$ cat src/rtl/if_id_pipe_stage.sv
// IF/ID pipeline stage: carries instruction + PC from fetch to decode through a
// 2-entry skid buffer with valid/ready handshakes, stall, flush and a stall counter.
module if_id_pipe_stage #(
    parameter int unsigned       INST_W   = 32,
    parameter int unsigned       PC_W     = 11,
    parameter logic [INST_W-1:0] NOP_INST = '0,
    parameter int unsigned       CNT_W    = 16
) (
    input  logic              clock,
    input  logic              reset_n,
    input  logic              in_valid,
    output logic              in_ready,
    input  logic [INST_W-1:0] instruccion,
    input  logic [PC_W-1:0]   pc,
    input  logic              if_id_write,
    input  logic              flush,
    output logic              out_valid,
    input  logic              out_ready,
    output logic [INST_W-1:0] salida_inst,
    output logic [PC_W-1:0]   salida_pc,
    output logic [1:0]        occupancy,
    output logic [CNT_W-1:0]  stall_count
);

    typedef struct packed {
        logic [INST_W-1:0] inst;
        logic [PC_W-1:0]   pc;
    } entry_t;

    // State encoding equals the number of held entries.
    typedef enum logic [1:0] {
        EMPTY = 2'd0,
        ONE   = 2'd1,
        FULL  = 2'd2
    } state_t;

    state_t           state_q, state_d;
    entry_t           main_q, main_d;
    entry_t           skid_q, skid_d;
    logic             out_valid_q, out_valid_d;
    logic [CNT_W-1:0] cnt_q, cnt_d;
    entry_t           in_entry;
    logic             accept;
    logic             pop;

    assign in_entry = {instruccion, pc};
    assign in_ready = if_id_write & ~flush & (state_q != FULL);
    assign accept   = in_valid & in_ready;
    assign pop      = out_valid_q & out_ready & if_id_write;

    // State register and datapath registers.
    always_ff @(posedge clock or negedge reset_n) begin
        if (!reset_n) begin
            state_q     <= EMPTY;
            main_q      <= {NOP_INST, {PC_W{1'b0}}};
            skid_q      <= '0;
            out_valid_q <= 1'b0;
            cnt_q       <= '0;
        end else begin
            state_q     <= state_d;
            main_q      <= main_d;
            skid_q      <= skid_d;
            out_valid_q <= out_valid_d;
            cnt_q       <= cnt_d;
        end
    end

    // Next-state and datapath: flush beats stall, stall beats data movement.
    always_comb begin
        state_d     = state_q;
        main_d      = main_q;
        skid_d      = skid_q;
        out_valid_d = out_valid_q;
        cnt_d       = cnt_q;

        if (in_valid && !in_ready && (cnt_q != {CNT_W{1'b1}})) begin
            cnt_d = cnt_q + CNT_W'(1);
        end

        if (flush) begin
            state_d     = EMPTY;
            out_valid_d = 1'b0;
            main_d.inst = NOP_INST;
        end else if (if_id_write) begin
            case (state_q)
                EMPTY: begin
                    if (accept) begin
                        state_d     = ONE;
                        main_d      = in_entry;
                        out_valid_d = 1'b1;
                    end
                end
                ONE: begin
                    if (accept && pop) begin
                        main_d = in_entry;
                    end else if (accept) begin
                        state_d = FULL;
                        skid_d  = in_entry;
                    end else if (pop) begin
                        state_d     = EMPTY;
                        out_valid_d = 1'b0;
                        main_d.inst = NOP_INST;
                    end
                end
                FULL: begin
                    if (pop) begin
                        state_d = ONE;
                        main_d  = skid_q;
                    end
                end
                default: begin
                    state_d     = EMPTY;
                    out_valid_d = 1'b0;
                    main_d.inst = NOP_INST;
                end
            endcase
        end
    end

    assign out_valid   = out_valid_q;
    assign salida_inst = main_q.inst;
    assign salida_pc   = main_q.pc;
    assign occupancy   = state_q;
    assign stall_count = cnt_q;

endmodule

$ cat config.mk
export PLATFORM = sky130hd
export DESIGN_NAME = if_id_pipe_stage
export DESIGN_NICKNAME = d
export VERILOG_FILES = /design/src/rtl/if_id_pipe_stage.sv
export SDC_FILE = /design/constraint.sdc
export NUM_CORES = 1
export LEC_CHECK = 0
export ABC_CLOCK_PERIOD_IN_PS = 2100
export CAP_MARGIN = 20
export CORE_MARGIN = 4
export CORE_UTILIZATION = 50
export CTS_CLUSTER_SIZE = 12
export DETAILED_ROUTE_END_ITERATION = 8
export HOLD_SLACK_MARGIN = 0.05
export MAX_ROUTING_LAYER = met4
export PLACE_DENSITY = 0.86
export SLEW_MARGIN = 15
export SYNTH_ARGS = -nofsm -noshare
export SYNTH_HDL_FRONTEND = slang
export SYNTH_SLANG_ARGS = --single-unit
$ cat constraint.sdc
create_clock -name clock -period 2.1 [get_ports clock]
set_input_delay 0.21 -clock clock [delete_from_list [all_inputs] [get_ports clock]]
set_output_delay 0.21 -clock clock [all_outputs]
set_load 0.05 [all_outputs]
==> metrics.csv, run 1 <==
stage,metric,value,unit
outcome,status,"complete, no violations",
clock_tree,cts_tree,built,
synthesis,async_flop_share,100.0,%
drt,vias,3644,
floorplanning,fp.coreArea,9819,um2
synthesis,synthCells,388,
timing,fin_setup_tns,0,ns
setup_path,crit_path_end_kind,output port,
synthesis,syn_area_per_cell,13.05,um2
power,powerDensity,922.0,nW/um2
clock_tree,cts_resized,0,
timing,fmax,0.5080,GHz
power,internal-power,3968,uW
setup_path,worstPathRequired,1.89,ns
clock_tree,clk_latency,0.36,ns
timing,setup_ws,0.1313,ns
power,p_clk_share,22.1,%
power,switchingPower,2114,uW
timing,hold_viol,0,
flow_run,maxCapViolCount,0,
timing,finalCriticalPeriod,1.969,ns
layout,multi_input_area,2238,um2
synthesis,synth_top_area_cell,dfrtp_1,
setup_path,cp_data_arrival_time,1.76,ns
synthesis,yosys.cell_count.top_type,dfrtp_1,
grt,grt_use_total,21.66,%
timing,rsz0062_at_grt,false,
clock_tree,cts-buffers-inserted,9,
place,port_buffers,111,
grt,gr-total-overflow,0,
power,p_leak,0.002805,uW
synthesis,synth_nets,438,
drt,via_per_inst,5.667,
place,dp_hpwl,8510,um
grt,grt_max_degree,48,
layout,n_antenna_cell,0,
layout,drive_above_1_share,22.75,%
timing,fin_skew,0.01223,ns
synthesis,synth_edf_count,0,
power,seq_power_share,45.5,%
grt,grt_pass1_wl,19630,um
synthesis,dominantRegCellSynth,dfrtp_1,
drt,initialDrtViolationCount,185,
layout,fill_cells,739,
synthesis,netlist_area,5064,um2
floorplanning,fp.dieW,108.6,um
min_path,min_path_type,primary input to async pin,
layout,seq_area,2629,um2
layout,area_growth,30.27,%
synthesis,yosys-top-cells-count,"dfrtp_1 (105), mux2_2 (66), a22o_1 (32), mux2i_1 (32), o2bb2ai_1 (32)",
place,pre_cts_ws,0.07495,ns
place,gp_congestion,0.8142,
setup_path,crit_path_max_fanout,13,
clock_tree,cts_sinks,105,
synthesis,synth_cell_types,41,
timing,finalSetupViolations,0,
clock_tree,cts_htree_levels,3,
synthesis,synth_seq_area_share,51.89,%
layout,fin_nets,556,
floorplanning,core.rowCount,36,
setup_path,criticalPathCategory,register to output port,
floorplanning,die-area,11800,um2
synthesis,yosysWarnings,0,
grt,grt_pass1_vias,3910,
synthesis,ys_ff_latch,105,
timing,tightest_slew,0.6117,ns
timing,final_max_slew_viol_count,0,
layout,finish.utilization,67.18,%
drt,wl,11800,um
floorplanning,start_util,51.57,%
floorplanning,dieHeight,108.6,um
setup_path,start_kind,register,
timing,max-slew-margin-rel,59.22,%
power,fin_total_pwr,6082,uW
drt,drtAntennaViolNets,0,
floorplanning,pin_count,112,
timing,fin_crit_sh,93.75,%
drt,firstDrtPassIters,4,
grt,antenna_found_initial,0,
synthesis,synth.top_cell.area_share,51.89,%
drt,drc_errors,0,
clock_tree,clk_path_buf_depth,2,
drt,routedWlPerCell,18.35,um
synthesis,yosys-top-cells-area,"dfrtp_1 (52%), mux2_2 (15%), mux2i_1 (6.3%)",
power,vdd_drop_max,850.7,uV
power,p_comb_share,32.4,%
clock_tree,root_buffer,clkbuf_8,
power,netSwitchingFraction,34.76,%
clock_tree,clk_pin_slew,0.10,ns
-- cells by family after synthesis --
group / share of synthesized area, %
compound gates: 13.84
xor+xnor: 2.422
fa+ha+maj: 0.2471
buf+inv: 4.225
flops: 51.89
mux: 21.00
simple gates: 6.375
-- routing by layer --
metal	track usage [%]	share of wire (%)	wire, um	vias to the layer above
met2	36.98	51	6006	109
met5	-	0	0	-
met1	26.21	42	4990	1817
li1	-	-	-	1700
met3	5.329	5.6	657	18
met4	4.689	1.2	144	0
-- power by group through the flow --
| stage | combinational (uW) | sequential, uW | clock (uW) |
|---|---|---|---|
| floorplan | 657 | 3350 | 0 |
| global placement | 1910 | 2760 | 0 |
| detailed placement | 1980 | 2800 | 0 |
| CTS | 2000 | 2770 | 1380 |
| global route | 2090 | 2840 | 1470 |
| finish | 1970 | 2770 | 1340 |
-- registers in the layout, indices dropped and copies added (netlist names) --
name and flops:
salida_pc 11, skid_q 43, occupancy 2, salida_inst 32, stall_count 16, out_valid 1
-- layout by cell type, fill, tap and decap left out, drive strengths merged --
cell	n
or3	1
xor2	13
nand3	6
dlygate4sd3	1
and3	3
nand2b	2
nand4	3
a2bb2oi	2
a22o	32
bufinv	2
o21ai	7
nor3b	4
nor4	5
o21bai	3
nor4b	1
buf	27
mux2	66
nor2b	2
nand2	10
clkinvlp	1
ha	1
nor3	8
inv	6
o2bb2ai	32
a31oi	1
xnor2	1
a22oi	1
and4	2
and2b	1
mux2i	32
dfrtp	105
o2111ai	2
a21oi	4
clkinv	1
nor2	6
clkbuf	9
clkdlybuf4s50	107
-- worst max-delay path, cell delays in order, from the launching register on --
cell and delay (ns):
dfrtp_2 0.51, and2b_1 0.29, buf_4 0.23, nor2_1 0.21, buf_12 0.17
-- through the flow --
| stage | std cells | cell area (um2) | hold slack, ns |
|---|---|---|---|
| floorplan | 388 | 5064 | -0.08559 |
| global placement | 627 | 6372 | 0.2486 |
| detailed placement | 627 | 6372 | 0.2613 |
| CTS | 643 | 6596 | 0.4196 |
| global route | 643 | 6596 | 0.4304 |
| finish | 643 | 6596 | 0.3911 |
-- final timing paths --
| check | from | to | slack, ns | cells past startpoint |
|---|---|---|---|---|
| min in group clock | pc[3] | skid_q[3] | 0.49 | 2 |
| max in group asynchronous | reset_n | skid_q[23] | 1.02 | 3 |
| setup / recovery | occupancy[1] | in_ready | 0.13 | 4 |
| setup reg to reg | occupancy[0] | salida_pc[1] | 0.20 | 6 |
| hold / removal | reset_n | salida_inst[24] | 0.39 | 2 |
| hold reg to reg | skid_q[31] | skid_q[31] | 0.51 | 1 |
-- area by class of cell --
class                           count  area share, %
Multi-Input combinational cell    251          33.93
Tap cell                          133          2.523
Timing Repair Buffer              135          20.22
Sequential cell                   105          39.85
Clock inverter                      6          1.366
Inverter                            4         0.2276
Clock buffer                        9          1.878
-- timing repair --
action / CTS / global route
endpoints found under the hold margin: 45 / 0
setup buffers: 0 / 0
hold buffers: 1 / 0
Power figures use the tool's default switching activity.
==> inputs of run 2 (changes only) <==
--- a/config.mk
+++ b/config.mk
@@ -7,14 +7,15 @@
 export LEC_CHECK = 0
 export ABC_CLOCK_PERIOD_IN_PS = 2100
 export CAP_MARGIN = 20
+export CORE_ASPECT_RATIO = 2
 export CORE_MARGIN = 4
 export CORE_UTILIZATION = 50
 export CTS_CLUSTER_SIZE = 12
 export DETAILED_ROUTE_END_ITERATION = 8
+export GPL_ROUTABILITY_DRIVEN = 0
 export HOLD_SLACK_MARGIN = 0.05
 export MAX_ROUTING_LAYER = met4
 export PLACE_DENSITY = 0.86
-export SLEW_MARGIN = 15
 export SYNTH_ARGS = -nofsm -noshare
 export SYNTH_HDL_FRONTEND = slang
 export SYNTH_SLANG_ARGS = --single-unit
==> metrics.csv, run 2 (synthesis results as in run 1) <==
stage,metric,value,unit
drt,drc_errors,0,
setup_path,path_buf_inv,1,
timing,rsz0062_at_grt,false,
layout,final_common_cell,clkdlybuf4s50_1,
outcome,status,"complete, no violations",
power,fin_total_pwr,6518,uW
setup_path,reg2reg_depth,6,
layout,largest_register_ff_count,43,
floorplanning,start_util,51.53,%
floorplanning,fp.coreArea,9827,um2
timing,max-slew-margin-rel,64.62,%
setup_path,crit_path_end_kind,output port,
min_path,min_path_type,primary input to async pin,
clock_tree,root_buffer,clkbuf_16,
timing,fin_skew,0.006626,ns
setup_path,r2r_start,stall_count[0],
clock_tree,cts-buffers-inserted,9,
power,p_leak,0.002846,uW
layout,most-common-layout-cells,"clkdlybuf4s50_1 (107), dfrtp_1 (104), mux2_2 (66)",
grt,grt_use_total,21.58,%
place,port_buffers,111,
timing,fin_setup_tns,0,ns
setup_path,cp_data_arrival_time,1.67,ns
layout,fill_cells,744,
layout,drive_above_1_share,21.98,%
setup_path,cp_cell_sequence,clkdlybuf4s50_1,
floorplanning,die-area,11900,um2
layout,fin_nets,550,
grt,grt_max_degree,61,
power,powerDensity,971.6,nW/um2
setup_path,cp-endpoint,stall_count[6],
clock_tree,clk_pin_slew,0.07,ns
setup_path,cp.depth,1,
grt,gr-total-overflow,0,
layout,largest_register,skid_q,
power,vdd_drop_max,812.9,uV
setup_path,worstPathRequired,1.89,ns
timing,final_max_slew_viol_count,0,
setup_path,startpoint,stall_count[6],
timing,fmax,0.5333,GHz
grt,antenna_found_initial,0,
drt,via_per_inst,5.757,
place,dp_hpwl,8263,um
clock_tree,cts_htree_levels,3,
setup_path,critPathTopFamily,buffers and inverters,
drt,wl,11980,um
timing,finalCriticalPeriod,1.875,ns
flow_run,maxCapViolCount,0,
grt,grt_pass1_wl,19770,um
place,dpl.cell_count,620,
drt,vias,3667,
floorplanning,fp.dieW,79.16,um
drt,initialDrtViolationCount,199,
setup_path,max_stage_delay,0.86,ns
setup_path,criticalPathCategory,register to output port,
setup_path,r2r-end,stall_count[1],
floorplanning,dieHeight,150.3,um
floorplanning,core.rowCount,51,
layout,area_growth,32.49,%
layout,n_antenna_cell,0,
setup_path,crit_path_max_fanout,6,
floorplanning,pin_count,112,
timing,fin_crit_sh,89.29,%
timing,tightest_slew,0.5291,ns
clock_tree,cts_tree,built,
timing,hold_viol,0,
clock_tree,clk_latency,0.34,ns
layout,finalNonFillerCells,637,
setup_path,start_kind,register,
timing,finalSetupViolations,0,
grt,grt_pass1_vias,4013,
drt,drtAntennaViolNets,0,
drt,firstDrtPassIters,4,
setup_path,critPathSlowestCell,clkdlybuf4s50_1,
clock_tree,clk_path_buf_depth,2,
drt,routedWlPerCell,18.81,um
setup_path,r2r_setup_slack,0.28,ns
clock_tree,cts_sinks,105,
==> run 2: cell count changes in the layout (fill, tap and decap cells not counted), sizes merged <==
| cell | before | now |
|---|---|---|
| inv | 6 | 4 |
| buf | 27 | 21 |
| bufinv | 2 | 1 |
| clkbuf | 9 | 13 |
==> run 2: repair_timing <==
action,CTS,global route
setup endpoints to repair,0,3
endpoints found under the hold margin,19,0
buffers inserted,0,0
resized for setup,0,1
hold buffers,1,0
==> run 2: worst min-delay path by stage <==
stage / end / cells past startpoint / slack [ns] / from
after CTS: out_valid / 2 / 0.29 / reset_n
after global placement: stall_count[13] / 1 / 0.11 / reset_n
final: stall_count[1] / 2 / 0.30 / reset_n
after detailed placement: stall_count[12] / 1 / 0.12 / reset_n
after floorplan: occupancy[0] / 0 / -0.09 / reset_n
after global routing: out_valid / 2 / 0.34 / reset_n
==> run 2: area by class of cell <==
cell class	instances	area (um2)	share of cell area, %
multi-input cells	251	2231	33.25
repair buffers	129	1343	20.01
flip-flops and latches	105	2629	39.18
clock inverters	3	46.29	0.6900
well taps	132	165.2	2.462
clock buffers	13	280.3	4.178
inverters	4	15.01	0.2238
==> run 2: per-stage QoR <==
stage	hold slack, ns	setup slack, ns	utilization, %	cell area (um2)
6_report	0.2980	0.2249	68.27	6709
5_1_grt	0.3351	0.1301	68.27	6709
4_1_cts	0.2903	0.1377	68.23	6705
3_5_place_dp	0.1158	0.09729	64.81	6369
3_3_place_gp	0.1055	0.1426	64.81	6369
2_1_floorplan	-0.08559	0.01354	-	5064
==> run 2: per-layer routing <==
| layer | track usage, % | up-vias | wire length (um) |
|---|---|---|---|
| met5 | - | - | 0 |
| met4 | 9.552 | 0 | 424 |
| met3 | 3.832 | 33 | 456 |
| li1 | - | 1678 | - |
| met1 | 23.66 | 1853 | 4564 |
| met2 | 37.80 | 103 | 6534 |
==> run 2: power breakdown <==
group	switching, uW	internal [uW]
sequential	310	2460
clock	734	1060
combinational	1120	837
